## src/rtl/regfile_wb_scheduler_pkg.sv

```systemverilog
// regfile_pkg: shared constants and types for the register-file write-back path.
//   XLEN / NREG / AW : data width, architectural register count, register address width
//   wb_req_e         : requester identity used by the write-port arbiter
//   wb_req_t         : one write request (destination register + data)
package regfile_pkg;

  localparam int XLEN = 32;
  localparam int NREG = 32;
  localparam int AW   = 5;

  typedef enum logic {
    REQ_ALU = 1'b0,
    REQ_MEM = 1'b1
  } wb_req_e;

  typedef struct packed {
    logic [AW-1:0]   rd;
    logic [XLEN-1:0] data;
  } wb_req_t;

endpackage

```

## src/rtl/regfile_wb_scheduler_if.sv

```systemverilog
// regfile_wb_scheduler_if: bundles the write-back scheduler's bus signals.
//   ALU result path : alu_valid/alu_ready/alu_rd/alu_data
//   load result path: mem_valid/mem_ready/mem_rd/mem_data
//   decode          : iss_valid/iss_ready/iss_rd, rs1/rs2, hazard
//   file write port : we3/a3/wd3, plus the busy scoreboard vector
//   master = producer/decode/file side, slave = the scheduler.
interface regfile_wb_scheduler_if;
  import regfile_pkg::*;

  logic              alu_valid;
  logic              alu_ready;
  logic [AW-1:0]     alu_rd;
  logic [XLEN-1:0]   alu_data;
  logic              mem_valid;
  logic              mem_ready;
  logic [AW-1:0]     mem_rd;
  logic [XLEN-1:0]   mem_data;
  logic              iss_valid;
  logic              iss_ready;
  logic [AW-1:0]     iss_rd;
  logic [AW-1:0]     rs1;
  logic [AW-1:0]     rs2;
  logic              hazard;
  logic              we3;
  logic [AW-1:0]     a3;
  logic [XLEN-1:0]   wd3;
  logic [NREG-1:0]   busy;

  modport master (
    output alu_valid, alu_rd, alu_data,
    output mem_valid, mem_rd, mem_data,
    output iss_valid, iss_rd, rs1, rs2,
    input  alu_ready, mem_ready, iss_ready, hazard,
    input  we3, a3, wd3, busy
  );

  modport slave (
    input  alu_valid, alu_rd, alu_data,
    input  mem_valid, mem_rd, mem_data,
    input  iss_valid, iss_rd, rs1, rs2,
    output alu_ready, mem_ready, iss_ready, hazard,
    output we3, a3, wd3, busy
  );

endinterface

```

## src/rtl/regfile_wb_scheduler_rr_arbiter2.sv

```systemverilog
// rr_arbiter2: two-input round-robin arbiter, at most one grant per cycle.
//   clk, rst : clock and synchronous active-high reset
//   req[1:0] : requests (bit 0 = ALU, bit 1 = MEM)
//   gnt[1:0] : one-hot grant, combinational; forced to 0 while rst is high
// The pointer remembers the last granted requester; on contention the other
// one wins. Reset leaves it at MEM so the ALU wins the first contested cycle.
module rr_arbiter2
  import regfile_pkg::*;
(
  input  logic       clk,
  input  logic       rst,
  input  logic [1:0] req,
  output logic [1:0] gnt
);

  wb_req_e last_q;
  wb_req_e last_d;

  always_ff @(posedge clk) begin
    if (rst) last_q <= REQ_MEM;
    else     last_q <= last_d;
  end

  always_comb begin
    gnt    = 2'b00;
    last_d = last_q;
    if (!rst) begin
      case (req)
        2'b01:   gnt = 2'b01;
        2'b10:   gnt = 2'b10;
        2'b11:   gnt = (last_q == REQ_ALU) ? 2'b10 : 2'b01;
        default: gnt = 2'b00;
      endcase
      if (gnt[0])      last_d = REQ_ALU;
      else if (gnt[1]) last_d = REQ_MEM;
    end
  end

endmodule

```

## src/rtl/regfile_wb_scheduler.sv

```systemverilog
// regfile_wb_scheduler: arbitrates the register file's single write port
// between the ALU and load result paths and tracks outstanding writes.
//   clk, rst : clock and synchronous active-high reset
//   bus      : slave side of regfile_wb_scheduler_if (handshakes, decode
//              hazard/issue checks, registered we3/a3/wd3, busy vector)
module regfile_wb_scheduler
  import regfile_pkg::*;
(
  input logic                    clk,
  input logic                    rst,
  regfile_wb_scheduler_if.slave  bus
);

  logic [1:0]      gnt;
  wb_req_t         win;
  logic            we_q;
  logic [AW-1:0]   a3_q;
  logic [XLEN-1:0] wd_q;
  logic [NREG-1:0] busy_q;
  logic [NREG-1:0] busy_d;
  logic            iss_ok;
  logic            iss_fire;

  rr_arbiter2 u_arb (
    .clk (clk),
    .rst (rst),
    .req ({bus.mem_valid, bus.alu_valid}),
    .gnt (gnt)
  );

  always_comb begin
    win.rd   = bus.alu_rd;
    win.data = bus.alu_data;
    if (gnt[1]) begin
      win.rd   = bus.mem_rd;
      win.data = bus.mem_data;
    end
  end

  // A grant to x0 still completes the handshake but never enables the write.
  always_ff @(posedge clk) begin
    if (rst) begin
      we_q <= 1'b0;
      a3_q <= '0;
      wd_q <= '0;
    end else if (|gnt) begin
      we_q <= (win.rd != '0);
      a3_q <= win.rd;
      wd_q <= win.data;
    end else begin
      we_q <= 1'b0;
    end
  end

  assign iss_ok   = !rst && (!busy_q[bus.iss_rd] || (bus.iss_rd == '0));
  assign iss_fire = bus.iss_valid && iss_ok;

  // Clear first, then set, so a same-edge collision leaves the bit set.
  always_comb begin
    busy_d = busy_q;
    if (we_q) busy_d[a3_q] = 1'b0;
    if (iss_fire && (bus.iss_rd != '0)) busy_d[bus.iss_rd] = 1'b1;
    busy_d[0] = 1'b0;
  end

  always_ff @(posedge clk) begin
    if (rst) busy_q <= '0;
    else     busy_q <= busy_d;
  end

  assign bus.alu_ready = gnt[0];
  assign bus.mem_ready = gnt[1];
  assign bus.iss_ready = iss_ok;
  assign bus.hazard    = ((bus.rs1 != '0) && busy_q[bus.rs1]) ||
                         ((bus.rs2 != '0) && busy_q[bus.rs2]);
  // Masked during reset so a write granted just before reset never commits.
  assign bus.we3       = we_q && !rst;
  assign bus.a3        = a3_q;
  assign bus.wd3       = wd_q;
  assign bus.busy      = busy_q;

endmodule
```

## src/flat_wrapper.sv

```systemverilog
// flat-port wrapper written by rule: the top's interface ports become plain ports
module regfile_wb_scheduler_flat import regfile_pkg::*;
  (clk, rst, bus_alu_valid, bus_alu_rd, bus_alu_data, bus_mem_valid, bus_mem_rd, bus_mem_data, bus_iss_valid, bus_iss_rd, bus_rs1, bus_rs2, bus_alu_ready, bus_mem_ready, bus_iss_ready, bus_hazard, bus_we3, bus_a3, bus_wd3, bus_busy);
  regfile_wb_scheduler_if bus_i ();
  input logic clk;
  input logic rst;
  input wire logic [$bits(bus_i.alu_valid)-1:0] bus_alu_valid;
  input wire logic [$bits(bus_i.alu_rd)-1:0] bus_alu_rd;
  input wire logic [$bits(bus_i.alu_data)-1:0] bus_alu_data;
  input wire logic [$bits(bus_i.mem_valid)-1:0] bus_mem_valid;
  input wire logic [$bits(bus_i.mem_rd)-1:0] bus_mem_rd;
  input wire logic [$bits(bus_i.mem_data)-1:0] bus_mem_data;
  input wire logic [$bits(bus_i.iss_valid)-1:0] bus_iss_valid;
  input wire logic [$bits(bus_i.iss_rd)-1:0] bus_iss_rd;
  input wire logic [$bits(bus_i.rs1)-1:0] bus_rs1;
  input wire logic [$bits(bus_i.rs2)-1:0] bus_rs2;
  output wire logic [$bits(bus_i.alu_ready)-1:0] bus_alu_ready;
  output wire logic [$bits(bus_i.mem_ready)-1:0] bus_mem_ready;
  output wire logic [$bits(bus_i.iss_ready)-1:0] bus_iss_ready;
  output wire logic [$bits(bus_i.hazard)-1:0] bus_hazard;
  output wire logic [$bits(bus_i.we3)-1:0] bus_we3;
  output wire logic [$bits(bus_i.a3)-1:0] bus_a3;
  output wire logic [$bits(bus_i.wd3)-1:0] bus_wd3;
  output wire logic [$bits(bus_i.busy)-1:0] bus_busy;
  assign bus_i.alu_valid = bus_alu_valid;
  assign bus_i.alu_rd = bus_alu_rd;
  assign bus_i.alu_data = bus_alu_data;
  assign bus_i.mem_valid = bus_mem_valid;
  assign bus_i.mem_rd = bus_mem_rd;
  assign bus_i.mem_data = bus_mem_data;
  assign bus_i.iss_valid = bus_iss_valid;
  assign bus_i.iss_rd = bus_iss_rd;
  assign bus_i.rs1 = bus_rs1;
  assign bus_i.rs2 = bus_rs2;
  assign bus_alu_ready = bus_i.alu_ready;
  assign bus_mem_ready = bus_i.mem_ready;
  assign bus_iss_ready = bus_i.iss_ready;
  assign bus_hazard = bus_i.hazard;
  assign bus_we3 = bus_i.we3;
  assign bus_a3 = bus_i.a3;
  assign bus_wd3 = bus_i.wd3;
  assign bus_busy = bus_i.busy;
  regfile_wb_scheduler u_core (.clk(clk), .rst(rst), .bus(bus_i));
endmodule
```

## config.mk

```make
export PLATFORM = sky130hd
export DESIGN_NAME = regfile_wb_scheduler_flat
export DESIGN_NICKNAME = d
export VERILOG_FILES = /design/src/rtl/regfile_wb_scheduler_pkg.sv /design/src/rtl/regfile_wb_scheduler_if.sv /design/src/rtl/regfile_wb_scheduler_rr_arbiter2.sv /design/src/rtl/regfile_wb_scheduler.sv /design/src/flat_wrapper.sv
export SDC_FILE = /design/constraint.sdc
export NUM_CORES = 1
export LEC_CHECK = 0
export BUFFER_PORTS_ARGS = -buffer_cell sky130_fd_sc_hd__buf_4
export CORE_MARGIN = 2
export CORE_UTILIZATION = 44
export DETAILED_ROUTE_END_ITERATION = 6
export PLACE_DENSITY = 0.8
export SLEW_MARGIN = 10
export SYNTH_ARGS = -nofsm -noshare
export SYNTH_HDL_FRONTEND = slang
export SYNTH_HIERARCHICAL = 1
export SYNTH_SLANG_ARGS = --single-unit
```

## constraint.sdc

```tcl
create_clock -name clk -period 2.2 [get_ports clk]
set_clock_uncertainty 0.1 [all_clocks]
set_input_delay 0.33 -clock clk [delete_from_list [all_inputs] [get_ports clk]]
set_output_delay 0.33 -clock clk [all_outputs]
set_load 0.01 [all_outputs]
```

[Yosys cells after proc, flatten, opt, wreduce, memory -nomap -nowiden]
Cells that the tools add are included.
Storage, ports and cells
  bits in latches: 0
  input port bits: 94
  memories: 0
  output and inout port bits: 74
  bits in read-only memories: 0
  bits in writable memories: 0
  bits in registers: 71
Cells by class
  multiplexer cells: 19
  $add $sub $neg: 0
  bitwise operators: 4
  equality and inequality tests: 3
  reductions and logical operators: 20
  div/mod/pow operators: 0
  shift-type cells: 0
  multiply operators: 0
  magnitude comparators: 6
Operators with widths (number)
  2-to-1 mux 32 bit: 2
  2-to-1 mux 37 bit: 1
  AND 32 bit: 1
  inverter 32 bit: 1
  bitwise OR 32 bit: 1
  less-than comparator 5 x 6 -> 1 bit (second input constant): 4
  nonzero test 5 bit: 4
  binary-select mux 1 bit (select 5 bit): 3
  demux 1 bit (select 5 bit): 2
  greater-or-equal comparator 5 x 1 -> 1 bit (second input constant): 2
  logical AND 1 bit: 8
  2-to-1 mux 1 bit: 7
  2-to-1 mux 2 bit: 3
  case mux 2 bit (3 select lines): 1
  logical NOT 5 bit: 1
  == test 2 bit (second input constant): 2
  OR reduction 2 bit: 2
  == test 2 x 1 -> 1 bit (second input constant): 1
  logical NOT 1 bit: 2
  logical OR 1 bit: 2
  nonzero test 2 bit: 1
  inverter 1 bit: 1

[Depth between registers and ports, before layout]
  word-level depth: 9
  mapped depth: 8

[By module]
The synthesis kept the hierarchy.
Modules (own cells, without submodules)
  regfile_wb_scheduler: cells an instance 441, times used 1, area each 3942.5 um^2
  rr_arbiter2: cells an instance 7, times used 1, area each 57.6 um^2

[Worst setup path after synthesis]
No wires, ideal clock.
  path kind: input to register
  start: input port bus_mem_valid
  end: register u_core.wd_q[26] (netlist: u_core/bus.wd3[26])
  arrival time: 2.020 ns
  required time: 1.972 ns
  cell stages on the path: 8
  setup slack: -0.048 ns
  setup time: 0.128 ns
  cells stage by stage: nor2b_2 > nor3_1 > clkbuf_1 > buf_2 > mux2i_1 > nor2_1 > a21oi_1 > nor2_1
On the way
  cells in the longest elaborated chain, start to end: 5
  elaborated cells on any way between the ends: 8
  those cells by class: eq/ne (3); mux (4); reduce/logical (1)
RTL lines
  start: declaration: RTL line flat_wrapper.sv:10  | input wire logic [$bits(bus_i.mem_valid)-1:0] bus_mem_valid;
  == test 2 bit or == test 2 x 1 -> 1 bit (tied branches): RTL line regfile_wb_scheduler_rr_arbiter2.sv:28  | case (req)
  case mux 2 bit (3 select lines) *: RTL line regfile_wb_scheduler_rr_arbiter2.sv:28
  2-to-1 mux 2 bit * (2 in series): RTL line regfile_wb_scheduler_rr_arbiter2.sv:27  | if (!rst) begin
  named net bus_alu_ready: RTL line flat_wrapper.sv:17  | output wire logic [$bits(bus_i.alu_ready)-1:0] bus_alu_ready;
  OR reduction 2 bit *: RTL line regfile_wb_scheduler.sv:46  | end else if (|gnt) begin
  end signal: assignment: RTL line regfile_wb_scheduler.sv:49  | wd_q <= win.data;
  end: declaration: RTL line regfile_wb_scheduler.sv:18  | logic [XLEN-1:0] wd_q;
Mark *: on every way through the listed nets, which the timed path passes. The rest lies on a longest branch. The select of a mux whose other input is x is not followed.
A chain may end at the register's enable or synchronous reset.

[Final worst setup path]
  start: register u_core.busy_q[22] (netlist: u_core/bus.busy[22])
  end: output port bus_hazard
On the way
  cells in the longest elaborated chain, start to end: 4
  elaborated cells on any way between the ends: 7
  those cells by class: mux (4); reduce/logical (3)
RTL lines
  start: declaration: RTL line regfile_wb_scheduler.sv:19  | logic [NREG-1:0] busy_q;
  start signal: assignment: RTL line regfile_wb_scheduler.sv:68  | else busy_q <= busy_d;
  binary-select mux 1 bit (select 5 bit), on equally long branches: RTL line regfile_wb_scheduler.sv:74, regfile_wb_scheduler.sv:75
  2-to-1 mux 1 bit, on equally long branches: RTL line regfile_wb_scheduler.sv:74, regfile_wb_scheduler.sv:75
  logical AND 1 bit, on equally long branches: RTL line regfile_wb_scheduler.sv:74, regfile_wb_scheduler.sv:75
  logical OR 1 bit *: RTL line regfile_wb_scheduler.sv:74  | assign bus.hazard = ((bus.rs1 != '0) && busy_q[bus.rs1]) ||
  end: declaration: RTL line flat_wrapper.sv:20  | output wire logic [$bits(bus_i.hazard)-1:0] bus_hazard;
Every way passes the cells marked *; elsewhere a longest branch is shown, timed or not. The select of a mux whose other input is x is not followed.

==> results.md <==
* Worst-Margin Slew at 560 ps
* Final Hold Viols at 0
* Hold_sp: bus_mem_data[1]
* Startpoint Class: flop
* Largest net degree at the start of global routing at 58
* Critical path type: flop to output pin
* Pins over their slew limit at 0
* Ys async rst share at 0%
* Vias per cell at 5.89
* Die W at 99.3 µm
* Outcome: finished, violations left
* CP peak stage delay at 440 ps
* Crit-path cells: mux4_2, mux2i_1, nand3b_1, and4_1, a211o_1, buf_6
* Syn Inst Count at 448
* Worst slack, placed at -26.8 ps
* DRT iter0 DRCs at 276
* Violated checks: negative setup slack
* GR Util met1 at 33.4%
* Synth Area per Inst at 8.93 µm²
* Maximum vdd drop at 0.000347 V
* Vias in the first global route at 4277
* Reg2Reg Launch Point: u_core/bus.busy[19]
* Final-stage net count at 710
* Fmax at 418 MHz
* Register area share after synthesis at 35.0%
* Syn Nets at 542
* R2R Setup Slk at 230 ps
* Clock latency on the worst-skew pair at 340 ps
* H-tree level count at 3
* Pleak at 2.51 nW
* Placement Rows at 34
* Reg2reg path depth at 6
* Crit-path max FO at 4
* DRT antenna net count at 0
* Vias at 4285
* Initial antenna violation count at 0
* Post-synth top cells: nor2_1, dfxtp_1, mux2i_1, a21oi_1, clkbuf_1
* RSZ-0062 raised after global routing: true
* Share of cells above drive strength 1 at 43.1%
* CTS Buffer Depth at 2
* CTS buffer count at 9
* Worst setup EP type: output pin
* Hold buffer count at CTS at 0
* EDFF count, synth at 0
* Yosys reg bits at 70
* Top post-synthesis cells by area: dfxtp_1, mux2i_1, mux4_2, nor2_1, a21oi_1
* GR peak layer: met2
* Synth warn at 6
* Total grt overflow at 0
* Fin crit period at 2390 ps
* Routability Congestion at 0.973
* WL final at 13.3 mm
* Syn Std Cell Area at 0.00400 mm²
* Slowest CP cell: mux4_2
* Die ar. at 0.00987 mm²
* Clock root buffer: clkbuf_8
* Cell Pwr Density at 531 mW/mm²
* Met3 usage in global routing at 6.96%
* # IOs at 168
* Slew margin rel. at 62.3%
* Final setup TNS at -278 ps
* Initial Utilization at 45.6%
* Area growth syn-to-layout at 42.5%
* GRT Util Overall at 26.8%
* Critical Path RT at 1770 ps
* Worst hold path depth at 3
* Crit path DAT at 1960 ps
* Final WS setup at -194 ps
* Max_cap viols at 0
* Antenna diodes at 0
* Part of the cycle the worst path needs at 109%
* HP Class: primary input to flop
* Clock slew at the register clock pins of the worst setup and hold paths at 80 ps
* IO Port Bufs at 166
* Synth top area share at 35.0%
* First-pass iteration count of the detailed router at 6
* Post-synth top area cell: dfxtp_1
* Met2 Usage GRT at 43.7%
* DP HPWL at 10.1 mm
* Average wire per standard cell at 18.3 µm
* DR DRC count at 0
* R2R Path End: u_core/bus.busy[28]
* CTS tree: built
* Top FF cell, synth: dfxtp_1
* Final setup fails at 2
* CORE AREA at 0.00876 mm²
* Synth cell types at 48
* Count leader, synth: nor2_1
* CTS sink cnt at 70
* Hold path endpoint: u_core/bus.wd3[1]
* Global-route wire length before repair at 21.0 mm
* Die height at 99.3 µm
==> cells in the final DEF, fill, tap and decap left out, types with 2 or more instances in the layout <==
| master | netlist | layout |
|---|---|---|
| a211o_1 | 2 | 2 |
| a21oi_1 | 40 | 40 |
| a221oi_1 | 2 | 2 |
| a31o_2 | 4 | 4 |
| a32o_1 | 3 | 3 |
| and3b_1 | 2 | 2 |
| buf_12 | 0 | 2 |
| buf_4 | 1 | 189 |
| clkbuf_8 | 0 | 10 |
| clkinv_2 | 0 | 2 |
| dfxtp_1 | 70 | 54 |
| dfxtp_2 | 0 | 14 |
| dfxtp_4 | 0 | 2 |
| inv_1 | 7 | 7 |
| mux2_2 | 2 | 2 |
| mux2i_1 | 47 | 47 |
| mux4_2 | 15 | 19 |
| nand2_1 | 24 | 24 |
| nand2b_1 | 3 | 2 |
| nand3_1 | 14 | 14 |
| nand3b_1 | 11 | 11 |
| nor2_1 | 82 | 82 |
| nor2b_1 | 3 | 3 |
| nor3_1 | 8 | 7 |
| nor3b_1 | 5 | 5 |
| o211ai_1 | 18 | 18 |
| o21ai_0 | 6 | 4 |
| o21ai_1 | 4 | 6 |
| o21ai_2 | 5 | 5 |
| o31ai_1 | 11 | 11 |
| or2_2 | 2 | 2 |
| or3b_2 | 3 | 3 |
==> metrics by stage <==
stage          hold slack (ps)  instance area (µm²)  cells  power [mW]  utilization (%)
3_3_place_gp               431                 5450    711        2.00             62.2
3_5_place_dp               439                 5450    711        2.02             62.2
2_1_floorplan              324                 4000    448        1.71                -
5_1_grt                    106                 5700    728        3.16             65.0
4_1_cts                    106                 5680    728        3.03             64.8
6_report                   116                 5700    728        3.03             65.0
==> layout make-up <==
class / count / area [µm²]
Clock buffer: 11 / 141
Clock inverter: 4 / 47.5
Fill cell: 715 / 3060
Inverter: 7 / 26.3
Multi-Input combinational cell: 336 / 2450
Sequential cell: 70 / 1430
Tap cell: 108 / 135
Timing Repair Buffer: 192 / 1470
==> how the worst max path moves through the flow <==
stage	startpoint	to	slack, ps	depth (start not counted)
after floorplan	bus_rs1[0]	bus_hazard	30	6
after global routing	u_core/bus.busy[22]	bus_hazard	-280	6
after detailed placement	bus_iss_rd[0]	u_core/bus.busy[28]	-30	7
after CTS	u_core/bus.busy[10]	bus_hazard	-190	6
final	u_core/bus.busy[22]	bus_hazard	-190	6
after global placement	bus_rs1[0]	bus_hazard	4	7
==> report_power, final <==
group | total, mW | switching, mW | leakage, nW | internal (mW)
sequential | 1.37 | 0.0498 | 0.579 | 1.32
clock | 1.02 | 0.473 | 0.0952 | 0.545
combinational | 0.639 | 0.309 | 1.83 | 0.330
total | 3.03 | 0.832 | 2.51 | 2.19
==> timing repair <==
action                                  4_1_cts  5_1_grt
endpoints found under the setup margin        2        2
gates cloned                                  0        0
buffers inserted                              2        0
pin swaps                                     1        2
resized for setup                            21        9
==> registers in the layout, summed over array words and instances, names as in the netlist <==
signal,cells
u_core/u_arb/last_q,1
u_core/we_q,1
u_core/bus.busy,31
u_core/bus.wd3,32
u_core/bus.a3,5
==> logic make-up after synthesis <==
logic type | Yosys count | synth area share, %
other | 1 | 0.0937
and+or+nand+nor | 165 | 20.0
muxes | 68 | 23.4
DFF | 70 | 35.0
AOI/OAI and AO/OA | 102 | 17.0
buffers and inverters | 42 | 4.54
==> critical path: cells and delay by family (launching register included) <==
family	cells	cell delay (ps)
flops	1	360
buf+inv	1	130
mux	2	610
compound gates	1	250
simple gates	2	280
==> layer usage <==
layer  vias up  wire [µm]
li1       1969          -
met1      2002       5260
met2       275       6210
met3        39       1410
met4         0        412
met5         -          0
Note: power is estimated with default switching activity, not from simulation.
